--- src/rtl/pipe_pkg.sv ---
// ---------------------------------------------------------------------------
// pipe_pkg
// Shared definitions for the decode-to-execute pipeline register:
//   - default datapath / field widths for the RV32 core
//   - writeback-select and load-size encodings
//   - id_ex_payload_t, the packed layout of every payload field, MSB first
//     in the same order the stage packs its payload vector
// ---------------------------------------------------------------------------
package pipe_pkg;

    localparam int DEF_XLEN    = 32;
    localparam int DEF_RA_W    = 5;
    localparam int DEF_ALUOP_W = 4;
    localparam int DEF_WBSEL_W = 3;

    typedef enum logic [DEF_WBSEL_W-1:0] {
        WB_ALU    = 3'd0,
        WB_LOAD   = 3'd1,
        WB_IMM    = 3'd2,
        WB_IADDER = 3'd3,
        WB_CSR    = 3'd4,
        WB_PC4    = 3'd5
    } wb_sel_e;

    typedef enum logic [1:0] {
        LS_BYTE = 2'd0,
        LS_HALF = 2'd1,
        LS_WORD = 2'd2
    } load_size_e;

    typedef struct packed {
        logic [DEF_RA_W-1:0]    rd_addr;
        logic [DEF_XLEN-1:0]    rs1;
        logic [DEF_XLEN-1:0]    rs2;
        logic [DEF_XLEN-1:0]    pc;
        logic [DEF_XLEN-1:0]    pc_plus_4;
        logic [DEF_XLEN-1:0]    iadder;
        logic [DEF_ALUOP_W-1:0] aluopcode;
        logic [1:0]             load_size;
        logic                   load_unsigned;
        logic                   alu_src;
        logic [DEF_WBSEL_W-1:0] wb_mux_sel;
        logic                   immd;
        logic                   rf_wr_en;
    } id_ex_payload_t;

endpackage

--- src/rtl/id_ex_pipe_reg_if.sv ---
// ---------------------------------------------------------------------------
// id_ex_pipe_reg_if
// Decode-side and execute-side bus of the ID/EX stage.
// Handshake: a transfer happens on a rising edge where valid & ready are
// both high; the producer holds valid and payload stable until then, and
// ready may not be used by the producer to decide whether to raise valid.
//   slave  : the pipeline register (consumes in_*, produces *_reg_out)
//   master : the environment (decode drives in_*, execute drives out_ready)
// ---------------------------------------------------------------------------
interface id_ex_pipe_reg_if
    import pipe_pkg::*;
#(
    parameter int XLEN    = DEF_XLEN,
    parameter int RA_W    = DEF_RA_W,
    parameter int ALUOP_W = DEF_ALUOP_W,
    parameter int WBSEL_W = DEF_WBSEL_W
);
    logic               in_valid;
    logic               in_ready;
    logic               out_valid;
    logic               out_ready;

    logic [RA_W-1:0]    rd_addr_in;
    logic [XLEN-1:0]    rs1_in;
    logic [XLEN-1:0]    rs2_in;
    logic [XLEN-1:0]    pc_in;
    logic [XLEN-1:0]    pc_plus_4_in;
    logic [XLEN-1:0]    iadder_in;
    logic               branchtaken_in;
    logic [ALUOP_W-1:0] aluopcode_in;
    logic [1:0]         load_size_in;
    logic               load_unsigned_in;
    logic               alu_src_in;
    logic               immd_in;
    logic               rf_wr_en_in;
    logic [WBSEL_W-1:0] wb_mux_sel_in;

    logic [RA_W-1:0]    rd_addr_reg_out;
    logic [XLEN-1:0]    rs1_reg_out;
    logic [XLEN-1:0]    rs2_reg_out;
    logic [XLEN-1:0]    pc_reg_out;
    logic [XLEN-1:0]    pc_plus_4_reg_out;
    logic [XLEN-1:0]    iadder_reg_out;
    logic [ALUOP_W-1:0] aluopcode_reg_out;
    logic [1:0]         load_size_reg_out;
    logic               load_unsigned_reg_out;
    logic               alu_src_reg_out;
    logic [WBSEL_W-1:0] wb_mux_sel_reg_out;
    logic               immd_reg_out;
    logic               rf_wr_en_reg_out;

    modport slave (
        input  in_valid, out_ready,
        input  rd_addr_in, rs1_in, rs2_in, pc_in, pc_plus_4_in, iadder_in,
               branchtaken_in, aluopcode_in, load_size_in, load_unsigned_in,
               alu_src_in, immd_in, rf_wr_en_in, wb_mux_sel_in,
        output in_ready, out_valid,
        output rd_addr_reg_out, rs1_reg_out, rs2_reg_out, pc_reg_out,
               pc_plus_4_reg_out, iadder_reg_out, aluopcode_reg_out,
               load_size_reg_out, load_unsigned_reg_out, alu_src_reg_out,
               wb_mux_sel_reg_out, immd_reg_out, rf_wr_en_reg_out
    );

    modport master (
        output in_valid, out_ready,
        output rd_addr_in, rs1_in, rs2_in, pc_in, pc_plus_4_in, iadder_in,
               branchtaken_in, aluopcode_in, load_size_in, load_unsigned_in,
               alu_src_in, immd_in, rf_wr_en_in, wb_mux_sel_in,
        input  in_ready, out_valid,
        input  rd_addr_reg_out, rs1_reg_out, rs2_reg_out, pc_reg_out,
               pc_plus_4_reg_out, iadder_reg_out, aluopcode_reg_out,
               load_size_reg_out, load_unsigned_reg_out, alu_src_reg_out,
               wb_mux_sel_reg_out, immd_reg_out, rf_wr_en_reg_out
    );

endinterface

--- src/rtl/pipe_slice.sv ---
// ---------------------------------------------------------------------------
// pipe_slice
// Generic valid/ready register slice over a W-bit payload vector.
//   clk_in, rst_in (async, active-high), flush_in (drops held + incoming)
//   in_valid/in_ready/in_data    : upstream side
//   out_valid/out_ready/out_data : downstream side, fully registered
// SKID=1: main + skid entry, in_ready comes straight from a flop.
// SKID=0: single entry, in_ready is combinational from out_ready.
// out_data holds its last value while out_valid is low.
// ---------------------------------------------------------------------------
module pipe_slice #(
    parameter int W    = 8,
    parameter bit SKID = 1'b1
) (
    input  logic         clk_in,
    input  logic         rst_in,
    input  logic         flush_in,
    input  logic         in_valid,
    output logic         in_ready,
    input  logic [W-1:0] in_data,
    output logic         out_valid,
    input  logic         out_ready,
    output logic [W-1:0] out_data
);

    logic main_load;
    logic accept;

    assign main_load = ~out_valid | out_ready;
    assign accept    = in_valid & in_ready;

    generate
        if (SKID) begin : g_skid
            logic         skid_valid;
            logic         ready_q;
            logic [W-1:0] skid_data;

            always_ff @(posedge clk_in or posedge rst_in) begin
                if (rst_in) begin
                    out_valid  <= 1'b0;
                    out_data   <= '0;
                    skid_valid <= 1'b0;
                    skid_data  <= '0;
                    ready_q    <= 1'b0;
                end else if (flush_in) begin
                    out_valid  <= 1'b0;
                    skid_valid <= 1'b0;
                    ready_q    <= 1'b1;
                end else if (main_load) begin
                    if (skid_valid) begin
                        // Drain the skid first so ordering is preserved.
                        out_valid  <= 1'b1;
                        out_data   <= skid_data;
                        skid_valid <= accept;
                        ready_q    <= ~accept;
                        if (accept) begin
                            skid_data <= in_data;
                        end
                    end else begin
                        out_valid <= accept;
                        ready_q   <= 1'b1;
                        if (accept) begin
                            out_data <= in_data;
                        end
                    end
                end else if (accept) begin
                    // Main is stalled: park the new word in the skid.
                    skid_valid <= 1'b1;
                    skid_data  <= in_data;
                    ready_q    <= 1'b0;
                end else begin
                    ready_q <= ~skid_valid;
                end
            end

            assign in_ready = ready_q;
        end else begin : g_noskid
            always_ff @(posedge clk_in or posedge rst_in) begin
                if (rst_in) begin
                    out_valid <= 1'b0;
                    out_data  <= '0;
                end else if (flush_in) begin
                    out_valid <= 1'b0;
                end else if (main_load) begin
                    out_valid <= accept;
                    if (accept) begin
                        out_data <= in_data;
                    end
                end
            end

            assign in_ready = ~rst_in & main_load;
        end
    endgenerate

endmodule

--- src/rtl/id_ex_pipe_reg.sv ---
// ---------------------------------------------------------------------------
// id_ex_pipe_reg
// Decode-to-execute pipeline register of the RV32 core.
//   clk_in   : clock, rising edge
//   rst_in   : asynchronous active-high reset, clears outputs and skid
//   flush_in : kills held and incoming instructions on the next edge
//   bus      : id_ex_pipe_reg_if.slave, in_valid/in_ready handshake and the
//              *_in payload from decode; out_valid/out_ready and the
//              *_reg_out payload towards execute
// Branch/jump targets have iadder bit 0 cleared at capture, so the cleared
// value is what travels through the skid entry as well.
// rf_wr_en_reg_out is forced low during bubbles so a stale write enable can
// never reach the register file; other fields just hold.
// ---------------------------------------------------------------------------
module id_ex_pipe_reg
    import pipe_pkg::*;
#(
    parameter int XLEN    = DEF_XLEN,
    parameter int RA_W    = DEF_RA_W,
    parameter int ALUOP_W = DEF_ALUOP_W,
    parameter int WBSEL_W = DEF_WBSEL_W,
    parameter bit SKID    = 1'b1
) (
    input  logic             clk_in,
    input  logic             rst_in,
    input  logic             flush_in,
    id_ex_pipe_reg_if.slave  bus
);

    localparam int PW = RA_W + 5 * XLEN + ALUOP_W + 2 + 1 + 1 + WBSEL_W + 1 + 1;

    logic [XLEN-1:0] iadder_cap;
    logic [PW-1:0]   d_in;
    logic [PW-1:0]   d_out;
    logic            rf_wr_en_held;

    assign iadder_cap = bus.branchtaken_in ? {bus.iadder_in[XLEN-1:1], 1'b0}
                                           : bus.iadder_in;

    assign d_in = {bus.rd_addr_in, bus.rs1_in, bus.rs2_in, bus.pc_in,
                   bus.pc_plus_4_in, iadder_cap, bus.aluopcode_in,
                   bus.load_size_in, bus.load_unsigned_in, bus.alu_src_in,
                   bus.wb_mux_sel_in, bus.immd_in, bus.rf_wr_en_in};

    pipe_slice #(
        .W    (PW),
        .SKID (SKID)
    ) u_slice (
        .clk_in    (clk_in),
        .rst_in    (rst_in),
        .flush_in  (flush_in),
        .in_valid  (bus.in_valid),
        .in_ready  (bus.in_ready),
        .in_data   (d_in),
        .out_valid (bus.out_valid),
        .out_ready (bus.out_ready),
        .out_data  (d_out)
    );

    assign {bus.rd_addr_reg_out, bus.rs1_reg_out, bus.rs2_reg_out,
            bus.pc_reg_out, bus.pc_plus_4_reg_out, bus.iadder_reg_out,
            bus.aluopcode_reg_out, bus.load_size_reg_out,
            bus.load_unsigned_reg_out, bus.alu_src_reg_out,
            bus.wb_mux_sel_reg_out, bus.immd_reg_out, rf_wr_en_held} = d_out;

    assign bus.rf_wr_en_reg_out = rf_wr_en_held & bus.out_valid;

endmodule

--- src/flat_wrapper.sv ---
// flat-port wrapper written by rule: the top's interface ports become plain ports
module id_ex_pipe_reg_flat import pipe_pkg::*;
#(
    parameter int XLEN    = DEF_XLEN,
    parameter int RA_W    = DEF_RA_W,
    parameter int ALUOP_W = DEF_ALUOP_W,
    parameter int WBSEL_W = DEF_WBSEL_W,
    parameter bit SKID    = 1'b1
)
  (clk_in, rst_in, flush_in, bus_in_valid, bus_out_ready, bus_rd_addr_in, bus_rs1_in, bus_rs2_in, bus_pc_in, bus_pc_plus_4_in, bus_iadder_in, bus_branchtaken_in, bus_aluopcode_in, bus_load_size_in, bus_load_unsigned_in, bus_alu_src_in, bus_immd_in, bus_rf_wr_en_in, bus_wb_mux_sel_in, bus_in_ready, bus_out_valid, bus_rd_addr_reg_out, bus_rs1_reg_out, bus_rs2_reg_out, bus_pc_reg_out, bus_pc_plus_4_reg_out, bus_iadder_reg_out, bus_aluopcode_reg_out, bus_load_size_reg_out, bus_load_unsigned_reg_out, bus_alu_src_reg_out, bus_wb_mux_sel_reg_out, bus_immd_reg_out, bus_rf_wr_en_reg_out);
  id_ex_pipe_reg_if #(.XLEN(XLEN), .RA_W(RA_W), .ALUOP_W(ALUOP_W), .WBSEL_W(WBSEL_W)) bus_i ();
  input  logic clk_in;
  input  logic rst_in;
  input  logic flush_in;
  input wire logic [$bits(bus_i.in_valid)-1:0] bus_in_valid;
  input wire logic [$bits(bus_i.out_ready)-1:0] bus_out_ready;
  input wire logic [$bits(bus_i.rd_addr_in)-1:0] bus_rd_addr_in;
  input wire logic [$bits(bus_i.rs1_in)-1:0] bus_rs1_in;
  input wire logic [$bits(bus_i.rs2_in)-1:0] bus_rs2_in;
  input wire logic [$bits(bus_i.pc_in)-1:0] bus_pc_in;
  input wire logic [$bits(bus_i.pc_plus_4_in)-1:0] bus_pc_plus_4_in;
  input wire logic [$bits(bus_i.iadder_in)-1:0] bus_iadder_in;
  input wire logic [$bits(bus_i.branchtaken_in)-1:0] bus_branchtaken_in;
  input wire logic [$bits(bus_i.aluopcode_in)-1:0] bus_aluopcode_in;
  input wire logic [$bits(bus_i.load_size_in)-1:0] bus_load_size_in;
  input wire logic [$bits(bus_i.load_unsigned_in)-1:0] bus_load_unsigned_in;
  input wire logic [$bits(bus_i.alu_src_in)-1:0] bus_alu_src_in;
  input wire logic [$bits(bus_i.immd_in)-1:0] bus_immd_in;
  input wire logic [$bits(bus_i.rf_wr_en_in)-1:0] bus_rf_wr_en_in;
  input wire logic [$bits(bus_i.wb_mux_sel_in)-1:0] bus_wb_mux_sel_in;
  output wire logic [$bits(bus_i.in_ready)-1:0] bus_in_ready;
  output wire logic [$bits(bus_i.out_valid)-1:0] bus_out_valid;
  output wire logic [$bits(bus_i.rd_addr_reg_out)-1:0] bus_rd_addr_reg_out;
  output wire logic [$bits(bus_i.rs1_reg_out)-1:0] bus_rs1_reg_out;
  output wire logic [$bits(bus_i.rs2_reg_out)-1:0] bus_rs2_reg_out;
  output wire logic [$bits(bus_i.pc_reg_out)-1:0] bus_pc_reg_out;
  output wire logic [$bits(bus_i.pc_plus_4_reg_out)-1:0] bus_pc_plus_4_reg_out;
  output wire logic [$bits(bus_i.iadder_reg_out)-1:0] bus_iadder_reg_out;
  output wire logic [$bits(bus_i.aluopcode_reg_out)-1:0] bus_aluopcode_reg_out;
  output wire logic [$bits(bus_i.load_size_reg_out)-1:0] bus_load_size_reg_out;
  output wire logic [$bits(bus_i.load_unsigned_reg_out)-1:0] bus_load_unsigned_reg_out;
  output wire logic [$bits(bus_i.alu_src_reg_out)-1:0] bus_alu_src_reg_out;
  output wire logic [$bits(bus_i.wb_mux_sel_reg_out)-1:0] bus_wb_mux_sel_reg_out;
  output wire logic [$bits(bus_i.immd_reg_out)-1:0] bus_immd_reg_out;
  output wire logic [$bits(bus_i.rf_wr_en_reg_out)-1:0] bus_rf_wr_en_reg_out;
  assign bus_i.in_valid = bus_in_valid;
  assign bus_i.out_ready = bus_out_ready;
  assign bus_i.rd_addr_in = bus_rd_addr_in;
  assign bus_i.rs1_in = bus_rs1_in;
  assign bus_i.rs2_in = bus_rs2_in;
  assign bus_i.pc_in = bus_pc_in;
  assign bus_i.pc_plus_4_in = bus_pc_plus_4_in;
  assign bus_i.iadder_in = bus_iadder_in;
  assign bus_i.branchtaken_in = bus_branchtaken_in;
  assign bus_i.aluopcode_in = bus_aluopcode_in;
  assign bus_i.load_size_in = bus_load_size_in;
  assign bus_i.load_unsigned_in = bus_load_unsigned_in;
  assign bus_i.alu_src_in = bus_alu_src_in;
  assign bus_i.immd_in = bus_immd_in;
  assign bus_i.rf_wr_en_in = bus_rf_wr_en_in;
  assign bus_i.wb_mux_sel_in = bus_wb_mux_sel_in;
  assign bus_in_ready = bus_i.in_ready;
  assign bus_out_valid = bus_i.out_valid;
  assign bus_rd_addr_reg_out = bus_i.rd_addr_reg_out;
  assign bus_rs1_reg_out = bus_i.rs1_reg_out;
  assign bus_rs2_reg_out = bus_i.rs2_reg_out;
  assign bus_pc_reg_out = bus_i.pc_reg_out;
  assign bus_pc_plus_4_reg_out = bus_i.pc_plus_4_reg_out;
  assign bus_iadder_reg_out = bus_i.iadder_reg_out;
  assign bus_aluopcode_reg_out = bus_i.aluopcode_reg_out;
  assign bus_load_size_reg_out = bus_i.load_size_reg_out;
  assign bus_load_unsigned_reg_out = bus_i.load_unsigned_reg_out;
  assign bus_alu_src_reg_out = bus_i.alu_src_reg_out;
  assign bus_wb_mux_sel_reg_out = bus_i.wb_mux_sel_reg_out;
  assign bus_immd_reg_out = bus_i.immd_reg_out;
  assign bus_rf_wr_en_reg_out = bus_i.rf_wr_en_reg_out;
  id_ex_pipe_reg #(.XLEN(XLEN), .RA_W(RA_W), .ALUOP_W(ALUOP_W), .WBSEL_W(WBSEL_W), .SKID(SKID)) u_core (.clk_in(clk_in), .rst_in(rst_in), .flush_in(flush_in), .bus(bus_i));
endmodule
--- config.mk ---
export PLATFORM = sky130hd
export DESIGN_NAME = id_ex_pipe_reg_flat
export DESIGN_NICKNAME = d
export VERILOG_FILES = /design/src/rtl/pipe_pkg.sv /design/src/rtl/id_ex_pipe_reg_if.sv /design/src/rtl/pipe_slice.sv /design/src/rtl/id_ex_pipe_reg.sv /design/src/flat_wrapper.sv
export SDC_FILE = /design/constraint.sdc
export NUM_CORES = 1
export LEC_CHECK = 0
export CORE_ASPECT_RATIO = 1.5
export CORE_UTILIZATION = 44
export CTS_CLUSTER_SIZE = 30
export DETAILED_ROUTE_END_ITERATION = 10
export PLACE_DENSITY = 0.79
export SYNTH_ARGS = -nofsm -noshare
export SYNTH_HDL_FRONTEND = slang
export SYNTH_HIERARCHICAL = 1
export SYNTH_SLANG_ARGS = --single-unit
--- constraint.sdc ---
create_clock -name clk_in -period 32.3 [get_ports clk_in]
set_input_delay 3.23 -clock clk_in [delete_from_list [all_inputs] [get_ports clk_in]]
set_output_delay 3.23 -clock clk_in [all_outputs]
set_load 0.02 [all_outputs]
# Yosys cells after proc, flatten, opt, wreduce, memory -nomap -nowiden
# Index checks and enable logic that the tools add are counted.
# op_classes
mux,17
reduce_logical,5
eq_ne,1
n_bitwise,7
# ops
operator,n
two-way mux 178 bit,5
two-way mux 1 bit,12
inverter 1 bit,4
nonzero test 2 bit,2
AND reduction 3 bit,1
nonzero test 3 bit,1
bitwise AND 1 bit,2
inequality test 2 x 1 -> 1 bit (second input constant),1
AND reduction 2 bit,1
OR 1 bit,1
# totals
wordCells,35
out_inout_bits,180
ff_bits,359
inputBits,184

# Longest topological paths before layout
# Gate-level depths: netlist (run 1).
# logic_depth
depth_word,5
depth_mapped,6
mapped_depth_nobuf,3

# Cells and area by module
# Netlist (run 1), hierarchy kept.
# by_module_without_submodules
mod,seq_area_each_um2,area_each_um2,cells_per_inst,n_inst
pipe_slice,8983.6,15446.1,963,1
id_ex_pipe_reg,0.0,20.0,2,1

# Worst setup path before layout (run 1)
# Ideal clock, no wire load.
# synth_path
path_type,input to register
from,in bus_out_ready
to,reg u_core.u_slice.g_skid.skid_data[151]
slack_ns,27.741
path_buffers,2
stages,5
arrival_ns,4.434
setup_time_ns,0.125
required_time_ns,32.175
path_cell_list,nand2b_1 a211oi_4 buf_4 buf_4 mux2_2
# synth_via
elab_chain_len,3
word_cells_on_any_way,4
cone_classes,1 x eq/ne; 1 x mux; 1 x bitwise; 1 x reduce/logical
# synth_rtl
item,line_no,rtl
"start, declared",flat_wrapper.sv:16,input wire logic [$bits(bus_i.out_ready)-1:0] bus_out_ready;
OR 1 bit (*),pipe_slice.sv:29,assign main_load = ~out_valid | out_ready;
inequality test 2 x 1 -> 1 bit (no line),-,
AND reduction 2 bit (no line),-,
"end signal, assigned",pipe_slice.sv:57,skid_data <= in_data;
"end signal, assigned",pipe_slice.sv:69,skid_data <= in_data;
"end, declared",pipe_slice.sv:36,logic [W-1:0] skid_data;
# Every way passes the cells marked *; elsewhere a longest branch is shown, timed or not.
# A chain may end at the register's enable or synchronous reset.

# Final worst setup path (run 1)
# layout_path
from,in bus_in_valid
to,reg u_core.u_slice.out_data[142]
# layout_via
elab_chain_len,3
# layout_rtl
item,line_no,rtl
"start, declared",flat_wrapper.sv:15,input wire logic [$bits(bus_i.in_valid)-1:0] bus_in_valid;
bitwise AND 1 bit,pipe_slice.sv:30,assign accept = in_valid & in_ready;
nonzero test 2 bit (no line),-,
AND reduction 3 bit (no line),-,
"end signal, assigned",pipe_slice.sv:53,out_data <= skid_data;
"end signal, assigned",pipe_slice.sv:63,out_data <= in_data;
"end, declared",pipe_slice.sv:23,output logic [W-1:0] out_data
# No other way between the ends.

==> Implementation_results.wiki, run 1 <==
{| class="wikitable"
! Metric !! Value
|-
| Run status || finished clean
|-
| Cell with the largest stage delay on the worst path || a211oi_4
|-
| CTS tree || yes
|-
| Syn. warnings || 6
|-
| Area contributors post-synth || dfrtp_1 (58%), mux2_2 (31%), mux2_1 (8.0%)
|-
| Slew at the pin with the worst max-slew slack || around 1100 ps
|-
| Min-Delay Path Class || reg -> reg
|-
| Startpoint of the most critical setup path || bus_in_valid
|-
| Multiplexer fraction of the synthesized cell area || about 39%
|-
| Average wire per standard cell || 18.8 um
|-
| Power per cell area || 67.4 nW/um^2
|-
| Height of the chip || approximately 230 um
|-
| Vias per cell || 5.07
|-
| Buffers on Ports || between 300 and 400
|-
| CTS H-Tree Depth || 2
|-
| Fraction of post-synthesis cell area in the top cell type by area || between 50% and 60%
|-
| Worst setup skew after layout || roughly 13 ps
|-
| Clock input transition at the sequential cells of the worst setup and hold paths || approximately 60 ps
|-
| Weighted congestion reported at the end of routability-driven placement || around 0.76
|-
| CP peak stage delay || around 900 ps
|-
| RSZ-0062 raised after global routing || false
|-
| Tightest slew margin relative to the limit || around 27%
|-
| CTS hold repair buffers || 0
|-
| Root Buffer Master || clkbuf_16
|-
| Wire length of the first global-routing pass || roughly 54 mm
|-
| CP Class || in -> reg
|-
| Count of unresolved DRC violations after routing || 0
|-
| Count of nets after finishing || between 1500 and 2000
|-
| Cell type with the largest total area after synthesis || dfrtp_1
|-
| R2R cell count || 5
|-
| Placed cell area || just under 20000 sq um
|-
| Largest family of logic cells by synthesized area || multiplexers
|-
| Register-to-Register Setup Slack || between 20000 and 30000 ps
|-
| Total count of max-transition violations in the final report || 0
|-
| Rows || between 80 and 90
|-
| Path length in cells of the critical path || 6
|-
| Post-Syn Area || about 15000 sq um
|-
| Hold violation count in the final report || 0
|-
| Post-detail-place hpwl || around 22 mm
|-
| Register bit count reported by yosys || approximately 360
|-
| Width of the die || 155 um
|-
| Share of the cycle needed by the critical path after routing || 19.4%
|-
| Number of CTS-inserted buffers || 36
|-
| Critical Path, Cell by Cell || clkdlybuf4s50_1 -> nand2_1 -> a211oi_4 -> buf_4 -> buf_4 -> mux2_2
|-
| Compound-Gate Fraction of Synth Area || less than 1%
|-
| Die area || 35900 sq um
|-
| Placement Setup Slack || 25440 ps
|-
| Number of clock sinks || between 300 and 400
|-
| Biggest fanout along the worst timing path || 63
|-
| Worst Slack Setup Final || 26030 ps
|-
| Detailed-route via count || slightly above 9000
|-
| Finish-stage setup viols || 0
|-
| Ports || between 300 and 400
|-
| Critical path arrival || about 6700 ps
|-
| Initial antenna violation count || 1
|-
| Simple-gate share of the synthesized area || less than 1%
|-
| Required time of the critical path || approximately 33000 ps
|-
| Syn Area/Cell || ~16 sq um
|-
| Clock latency of the later-clocked register in the worst-skew pair || 520 ps
|-
| Post-layout minimum cycle time || 6270 ps
|-
| Routed wire length || between 30 and 40 mm
|-
| Number of setup buffers added after CTS || 0
|-
| Overall global routing resource usage || between 10% and 20%
|-
| Maximum ir drop on the vdd rail || ~0.058 mV
|-
| Final instance area || approximately 21000 sq um
|-
| Worst reg2reg path startpoint || u_core/u_slice/g_skid.skid_valid
|-
| Cell repeated most along the worst path || buf_4
|-
| CP Launch Type || input pin
|-
| Family with the most delay on the worst path || buffers and inverters
|-
| Pin count of the biggest net entering global routing || 150
|-
| Critical Path Sink Type || flop
|-
| Sequential fraction of the synthesis area || about three fifths
|-
| Sum Neg Setup Slack || 0 ps
|-
| Adder-cell share of the synthesized area || less than 1%
|-
| Post-Synthesis Net Count || between 1000 and 1500
|-
| Overflow left after global routing || 0
|-
| Maximum capacitance violations || 0
|-
| Drt pass-1 iters || 3
|-
| Yosys cell types || 17
|-
| Initial cell density of the core || around 45%
|-
| Share of the synthesized netlist area taken by xor and xnor gates || 0%
|-
| Gate count after technology mapping || about 970
|-
| Buffers plus inverters on the worst setup path || 3
|-
| Capturing instance or port of the critical path || u_core/u_slice/out_data[142]
|-
| Deepest clock path buffer count || 3
|-
| Antenna Violating Nets Remaining || 0
|-
| Achievable Freq || 159 MHz
|-
| Worst reg2reg endpoint || u_core/u_slice/out_data[142]
|-
| Syn-to-layout area delta || 33.7%
|-
| Leakage Power || around 8.5 nW
|-
| Share of cells above drive strength 1 || between 30 and 40%
|-
| Number of DRC markers after the initial detailed-route iteration || 270
|-
| PostCTS Resize Cnt || 0
|-
| Core box area || about 34000 sq um
|-
| Number of global-route vias before repair || between 10000 and 15000
|}
## registers in the layout, summed over array words and instances (netlist names)
| register | cells |
|---|---|
| u_core/u_slice/g_skid.skid_data | 178 |
| u_core/u_slice/g_skid.skid_valid | 1 |
| u_core/u_slice/in_ready | 1 |
| u_core/u_slice/out_data | 178 |
| u_core/u_slice/out_valid | 1 |
## worst register-to-register path, cell delays in order, from the launching register on
cell and delay [ps]:
dfrtp_4 870, inv_2 170, a211oi_4 900, buf_4 610
buf_4 810, mux2_2 490
## power by group
part	total (mW)	switching, mW	internal, mW
Combinational	0.337	0.144	0.193
Sequential	0.620	0.0555	0.564
Clock	0.437	0.171	0.266
## cells by family after synthesis
logic type,after synthesis
DFF,359
adders and majority gates,1
and+or+nand+nor,8
muxes,534
AOI/OAI and AO/OA,3
buffers and inverters,60
## Yosys cell counts
| cell | instances |
|---|---|
| mux2_2 | 424 |
| dfrtp_1 | 359 |
| mux2_1 | 110 |
| buf_4 | 28 |
| buf_2 | 22 |
| clkbuf_1 | 7 |
| a211oi_4 | 2 |
| and2_1 | 2 |
| nand2b_1 | 2 |
| nor2b_1 | 2 |
| a31oi_1 | 1 |
| buf_1 | 1 |
| inv_1 | 1 |
| inv_2 | 1 |
| maj3_1 | 1 |
| nand2_1 | 1 |
| nor2b_4 | 1 |
## layout make-up
| cell class | count | area (sq um) |
|---|---|---|
| Antenna cell | 1 | 2.50 |
| Fill cell | 2673 | 13700 |
| Multi-Input combinational cell | 546 | 6120 |
| Clock inverter | 12 | 191 |
| Timing Repair Buffer | 373 | 3720 |
| Tap cell | 467 | 584 |
| Clock buffer | 50 | 1040 |
| Inverter | 2 | 15.0 |
| Sequential cell | 359 | 8990 |
## metal layers
metal	wire, um	part of all wire (%)	track usage, %
met3	2550	7.5	5.76
met2	17000	50	33.2
met5	0	0	0
met1	13400	39	22.3
met4	1150	3.4	7.77
## through the flow
step / total power, mW / util (%) / cells / hold WS, ps
final: 1.39 / 60.1 / 1810 / 482
after global routing: 1.46 / 60.1 / 1810 / 499
after CTS: 1.41 / 60.1 / 1809 / 485
after detailed placement: 0.969 / 56.5 / 1747 / 471
after global placement: 0.953 / 56.5 / 1747 / 461
after floorplan: 0.805 / - / 965 / 452
## worst min-delay path by stage
| stage | startpoint | to | slack [ps] | cells after the start |
|---|---|---|---|---|
| CTS | u_core/u_slice/g_skid.skid_data[30] | u_core/u_slice/g_skid.skid_data[30] | 480 | 1 |
| detailed placement | u_core/u_slice/g_skid.skid_data[59] | u_core/u_slice/g_skid.skid_data[59] | 470 | 1 |
| global route | u_core/u_slice/g_skid.skid_data[26] | u_core/u_slice/g_skid.skid_data[26] | 500 | 1 |
| floorplan | u_core/u_slice/g_skid.skid_data[0] | u_core/u_slice/g_skid.skid_data[0] | 450 | 1 |
| global placement | u_core/u_slice/g_skid.skid_data[23] | u_core/u_slice/g_skid.skid_data[23] | 460 | 1 |
| finish | u_core/u_slice/g_skid.skid_data[42] | u_core/u_slice/g_skid.skid_data[42] | 480 | 1 |
## cells in the final DEF, fill, tap and decap left out, drive strengths merged
master,instances
and2,2
clkdlybuf4s50,363
maj3,1
bufinv,5
mux2,534
nand2b,2
clkinv,6
clkinvlp,1
clkbuf,50
inv,2
nor2b,3
a211oi,2
dfrtp,359
nand2,1
buf,10
a31oi,1
diode,1
Power figures use the tool's default switching activity.
==> run 2: changes to the inputs <==
clock period = 6.1 ns   (was 32.3 ns; I/O delays follow)
==> run 2 against run 1 <==
Net effect:
- clock skew decreased by 1.5 ps
- final area fell by 0.18%
- combinational power grew to 5.3 times the previous value
- clock-buffer cell count is 2 higher
- power increased to 5.2 times the previous value
- first-iteration DRC count fell by 16%
- die area stayed put
- highest routed layer unchanged
- final cell count decreased by 0.11%
- sequential power grew to 5.3 times the previous value
- critical endpoint is now u_core/u_slice/g_skid.skid_data[82]
- via count is 0.90% lower
- sequential share of layout area up 0.076 points
==> Implementation_results.wiki, run 2 (synthesized netlist as in run 1, its figures left out) <==
{| class="wikitable"
! Metric !! Value
|-
| Run status || finished clean
|-
| Number of setup buffers added after CTS || 0 (unchanged)
|-
| Height of the chip || 232 um (unchanged)
|-
| CTS hold repair buffers || 0 (unchanged)
|-
| Slew at the pin with the worst max-slew slack || 1070 ps (-32.6 ps)
|-
| CP Class || reg -> reg
|-
| Share of cells above drive strength 1 || 36.8% (-0.14 points)
|-
| Register-to-Register Setup Slack || 3020 ps (-25320 ps)
|-
| Pin count of the biggest net entering global routing || 184 (+23%)
|-
| Core box area || 34400 sq um (unchanged)
|-
| Maximum capacitance violations || 0 (unchanged)
|-
| Antenna Violating Nets Remaining || 0 (unchanged)
|-
| Post-layout minimum cycle time || slightly above 3000 ps
|-
| Syn-to-layout area delta || 33.4%
|-
| Critical Path Sink Type || flop
|-
| Vias per cell || 5.03 (-0.80%)
|-
| Share of the cycle needed by the critical path after routing || 50.4%
|-
| Sum Neg Setup Slack || 0 ps (unchanged)
|-
| RSZ-0062 raised after global routing || false
|-
| Overflow left after global routing || 0 (unchanged)
|-
| Overall global routing resource usage || 19.0% (-0.28 points)
|-
| Initial cell density of the core || 45.0% (unchanged)
|-
| Wire length of the first global-routing pass || 53.8 mm (-1.2%)
|-
| Initial antenna violation count || 2 (+1)
|-
| Routed wire length || 33.9 mm (-0.45%)
|-
| Count of unresolved DRC violations after routing || 0 (unchanged)
|-
| Biggest fanout along the worst timing path || 47 (-25%)
|-
| Finish-stage setup viols || 0 (unchanged)
|-
| Clock latency of the later-clocked register in the worst-skew pair || 520 ps (about the same)
|-
| Width of the die || 155 um (unchanged)
|-
| Tightest slew margin relative to the limit || 28.9% (+2.2 points)
|-
| PostCTS Resize Cnt || 0 (unchanged)
|-
| Critical path arrival || 3460 ps (-3200 ps)
|-
| Maximum ir drop on the vdd rail || 0.251 mV (+330%)
|-
| Biggest regs || u_core/u_slice/g_skid.skid_data x178, u_core/u_slice/out_data x178
|-
| Min-Delay Path Class || reg -> reg
|-
| Root Buffer Master || clkbuf_16
|-
| Buffers on Ports || 363 (unchanged)
|-
| Power per cell area || 352 nW/um^2 (+420%)
|-
| Most common library cell in the layout ignoring fill and taps || mux2_2
|-
| Rows || 83 (unchanged)
|-
| Count of nets after finishing || 1502 (unchanged)
|-
| Placed cell area || 19500 sq um (+0.17%)
|-
| Average wire per standard cell || 18.8 um (-0.34%)
|-
| Total count of max-transition violations in the final report || 0 (unchanged)
|-
| Final instance area || 20600 sq um (-0.18%)
|-
| Number of DRC markers after the initial detailed-route iteration || 226 (-16%)
|-
| Deepest clock path buffer count || 3 (unchanged)
|-
| Detailed-route via count || 9091 (-0.90%)
|-
| Post-detail-place hpwl || 21.8 mm (-2.4%)
|-
| Hold violation count in the final report || 0 (unchanged)
|-
| Drt pass-1 iters || 4 (+1)
|-
| Non-Filler Instances || 1808 (-0.11%)
|-
| Number of clock sinks || 359 (unchanged)
|-
| CP Launch Type || flop
|-
| Met3 Use GR || 5.70% (-0.056 points)
|-
| Worst setup skew after layout || 11.8 ps (-1.50 ps)
|-
| Global-route layer with the greatest usage || met2
|-
| Achievable Freq || roughly 330 MHz
|-
| CTS tree || yes
|-
| Most used cells in the layout excluding fill and tap cells || mux2_2 (424), clkdlybuf4s50_1 (363), dfrtp_1 (358)
|-
| Number of CTS-inserted buffers || 36 (unchanged)
|-
| Weighted congestion reported at the end of routability-driven placement || 0.730 (-4.5%)
|-
| Leakage Power || 8.44 nW (-0.36%)
|-
| Required time of the critical path || 6490 ps (-26200 ps)
|-
| Ports || 364 (unchanged)
|-
| Clock input transition at the sequential cells of the worst setup and hold paths || 60 ps (about the same)
|-
| CTS H-Tree Depth || 2 (unchanged)
|-
| Number of global-route vias before repair || 9869 (-1.7%)
|-
| Met1 track utilization from global routing || 22.1% (-0.15 points)
|-
| Placed instance count || 1747 (unchanged)
|-
| Die area || 35900 sq um (unchanged)
|-
| Global Route met2 Usage || 33.0% (-0.21 points)
|}
run 2: cell count changes in the layout (fill, tap and decap cells not counted), sizes merged:
cell      previous run  this run
clkbuf              50        52
clkinvlp             1         2
inv                  2         1
diode                1         2
bufinv               5         2
clkinv               6         4
run 2: final timing paths:
path	endpoint	cells past startpoint	startpoint
setup / recovery	u_core/u_slice/g_skid.skid_data[82]	5	u_core/u_slice/g_skid.skid_valid
hold / removal	u_core/u_slice/g_skid.skid_data[28]	1	u_core/u_slice/g_skid.skid_data[28]
min in group asynchronous	u_core/u_slice/out_data[42]	2	rst_in
max in group asynchronous	u_core/u_slice/g_skid.skid_valid	3	rst_in
hold reg to reg	u_core/u_slice/g_skid.skid_data[28]	1	u_core/u_slice/g_skid.skid_data[28]
setup reg to reg	u_core/u_slice/g_skid.skid_data[82]	5	u_core/u_slice/g_skid.skid_valid
run 2: stage by stage:
step,setup slack (ps),hold slack (ps),total power [mW],utilization [%]
2_1_floorplan,678,452,4.26,-
3_3_place_gp,2740,461,5.05,56.6
6_report,3020,479,7.27,60.0
5_1_grt,2810,495,7.62,60.0
4_1_cts,2990,483,7.37,60.0
3_5_place_dp,2710,468,5.13,56.6
run 2: power by group:
group | switching (mW) | internal (mW)
Sequential | 0.294 | 2.99
Clock | 0.899 | 1.30
Combinational | 0.764 | 1.02
run 2: metal layers:
metal	share of wire, %	vias up	wire length, um
met2	50	271	17000
met1	40	4605	13500
met3	7.4	52	2530
met5	0	-	0
met4	2.6	0	882
li1	-	4163	-
run 2: area by class of cell:
type	instances	area, sq um
Fill cell	2652	13700
Sequential cell	359	8990
Multi-Input combinational cell	546	6120
Timing Repair Buffer	373	3760
Clock buffer	52	1070
Tap cell	467	584
Clock inverter	7	91.3
Inverter	2	11.3
Antenna cell	2	5.00
run 2: worst max-delay path: stages, from the launching register on:
cell	delay, ps
dfrtp_4	840
inv_2	160
a211oi_4	300
buf_4	510
buf_4	650
mux2_1	390
==> run 3: changes to the inputs <==
clock period = 3 ns   (was 6.1 ns; I/O delays follow)
==> run 3 against run 2 <==
Net effect:
- die area did not move
- sequential power rose by 100%
- clock power rose by 110%
- combinational power rose by 110%
- maximum frequency rose by 51%
- sequential share of layout area fell by 0.41 points
- critical path type unchanged
- critical endpoint is now u_core/u_slice/out_data[51]
==> Implementation_results.wiki, run 3 (synthesized netlist as in run 1, its figures left out) <==
{| class="wikitable"
! Metric !! Value
|-
| Net load switching power || 4.01 mW (+100%)
|-
| Leakage Power || 8.53 nW (+1.1%)
|-
| CP Class || reg -> reg
|-
| Overall global routing resource usage || 19.5% (+0.57 points)
|-
| Number of CTS-inserted buffers || 35 (-2.8%)
|-
| Antenna Violating Nets Remaining || 0 (unchanged)
|-
| Die area || 35900 sq um (unchanged)
|-
| Share of power burned in combinational logic || 24.6% (about the same)
|-
| Critical Path Sink Type || flop
|-
| Ports || 364 (unchanged)
|-
| Min-Delay Path Class || in -> async
|-
| Clock latency of the later-clocked register in the worst-skew pair || 510 ps (about the same)
|-
| Power per cell area || 715 nW/um^2 (+100%)
|-
| Worst reg2reg endpoint || u_core/u_slice/out_data[51]
|-
| Rows || 83 (unchanged)
|-
| Run status || finished clean
|-
| Final worst hold slack || 142 ps (-337 ps)
|-
| Height of the chip || 232 um (unchanged)
|-
| Initial cell density of the core || 45.0% (unchanged)
|-
| Number of DRC markers after the initial detailed-route iteration || 212 (-6.2%)
|-
| R2R cell count || 4 (-1)
|-
| Finish-stage setup viols || 0 (unchanged)
|-
| Syn-to-layout area delta || 34.7%
|-
| Vias per cell || 5.07 (+0.90%)
|-
| Count of nets after finishing || 1510 (+0.53%)
|-
| Hold violation count in the final report || 0 (unchanged)
|-
| Share of the cycle needed by the critical path after routing || 68.0% (+18 points)
|-
| Post-layout util || 60.6% (+0.57 points)
|-
| CTS H-Tree Depth || 2 (unchanged)
|-
| Worst reg2reg path startpoint || u_core/u_slice/out_valid
|-
| Maximum ir drop on the vdd rail || 0.632 mV (+150%)
|-
| Number of clock sinks || 359 (unchanged)
|-
| Overflow left after global routing || 0 (unchanged)
|-
| Most common library cell in the layout ignoring fill and taps || mux2_2
|-
| CTS hold repair buffers || 0 (unchanged)
|-
| Wire length of the first global-routing pass || 55.0 mm (+2.3%)
|-
| Most used cells in the layout excluding fill and tap cells || mux2_2 (424), clkdlybuf4s50_1 (363), dfrtp_1 (358)
|-
| Startpoint of the most critical setup path || u_core/u_slice/out_valid
|-
| Pin count of the biggest net entering global routing || 142 (-23%)
|-
| Worst setup skew after layout || 12.6 ps (+0.836 ps)
|-
| Critical path arrival || 2430 ps (-1030 ps)
|-
| Buffers on Ports || 363 (unchanged)
|-
| Sum Neg Setup Slack || 0 ps (unchanged)
|-
| Weighted congestion reported at the end of routability-driven placement || 0.751 (+2.9%)
|-
| CP Launch Type || flop
|-
| Count of unresolved DRC violations after routing || 0 (unchanged)
|-
| Tightest slew margin relative to the limit || 49.5% (+21 points)
|-
| Achievable Freq || 491 MHz (+51%)
|-
| Number of setup buffers added after CTS || 0 (unchanged)
|-
| Post-detail-place hpwl || 22.9 mm (+5.2%)
|-
| Deepest clock path buffer count || 3 (unchanged)
|-
| Flop pwr share || 44.8% (-0.4 points)
|-
| Width of the die || 155 um (unchanged)
|-
| Core box area || 34400 sq um (unchanged)
|-
| Total count of max-transition violations in the final report || 0 (unchanged)
|-
| Register-to-Register Setup Slack || 960 ps (-2060 ps)
|-
| Clock input transition at the sequential cells of the worst setup and hold paths || 70 ps (about the same)
|-
| Routed wire length || 34.5 mm (+1.8%)
|-
| Detailed-route via count || 9229 (+1.5%)
|-
| Required time of the critical path || 3390 ps (-3100 ps)
|-
| Slew at the pin with the worst max-slew slack || 758 ps (-308 ps)
|-
| Biggest fanout along the worst timing path || 94 (+100%)
|-
| RSZ-0062 raised after global routing || false
|-
| Non-Filler Instances || 1819 (+0.61%)
|-
| Internal power consumption || 10.9 mW (+110%)
|-
| Root Buffer Master || clkbuf_16
|-
| CTS tree || yes
|-
| Post-layout minimum cycle time || 2040 ps (-1040 ps)
|-
| Drt pass-1 iters || 4 (unchanged)
|-
| Sw Share || 26.9% (about the same)
|-
| Biggest regs || u_core/u_slice/g_skid.skid_data x178, u_core/u_slice/out_data x178
|-
| Placed instance count || 1756 (+0.52%)
|-
| Average wire per standard cell || 19.0 um (+1.2%)
|-
| Share of cells above drive strength 1 || 37.5% (+0.66 points)
|-
| Clock power frac || 30.5% (+0.2 points)
|-
| PostCTS Resize Cnt || 0 (unchanged)
|-
| Initial antenna violation count || 2 (unchanged)
|-
| Number of global-route vias before repair || 10000 (+1.4%)
|-
| Pwr Total || 14.9 mW (+100%)
|-
| Maximum capacitance violations || 0 (unchanged)
|}
## run 3: worst max-delay path by stage
stage	to	slack, ps	cells past startpoint
3_5_place_dp	u_core/u_slice/out_data[51]	590	5
5_1_grt	u_core/u_slice/out_data[51]	850	4
3_3_place_gp	u_core/u_slice/out_data[66]	620	5
2_1_floorplan	u_core/u_slice/g_skid.skid_data[0]	-2110	1
4_1_cts	u_core/u_slice/out_data[51]	970	4
6_report	u_core/u_slice/out_data[51]	960	4
## run 3: worst max-delay path: stages (launching register included)
cell and delay [ps]:
dfrtp_1 410, nor2b_1 190, a211oi_4 330, buf_12 410
mux2_2 410
## run 3: stage by stage
stage / setup slack (ps) / cell area [sq um]
final: 961 / 20800
after global placement: 617 / 19600
after global routing: 855 / 20800
after floorplan: -2110 / 15500
after detailed placement: 585 / 19600
after CTS: 970 / 20800
## run 3: layer usage
metal | GRT usage (%) | vias up | routed length [um]
met5 | 0 | - | 0
met4 | 7.12 | 0 | 907
met3 | 5.40 | 55 | 2450
met2 | 34.4 | 276 | 17700
met1 | 22.6 | 4715 | 13500
li1 | - | 4183 | -
## run 3: layout make-up
class                   instances  area, sq um
repair buffers                382         3930
flip-flops and latches        359         8990
well taps                     467          584
diodes                          2         5.00
clock buffers                  46         1010
fillers                      2644        13500
clock inverters                15          181
inverters                       2         11.3
multi-input cells             546         6120
## run 3: power groups by stage
stage                     Clock [mW]  Sequential (mW)  Combinational, mW
after floorplan                    0             7.25               1.41
after global placement             0             6.67               3.60
after detailed placement           0             6.76               3.70
after CTS                       4.71             6.68               3.72
after global routing            4.87             6.84               3.91
final                           4.55             6.68               3.67
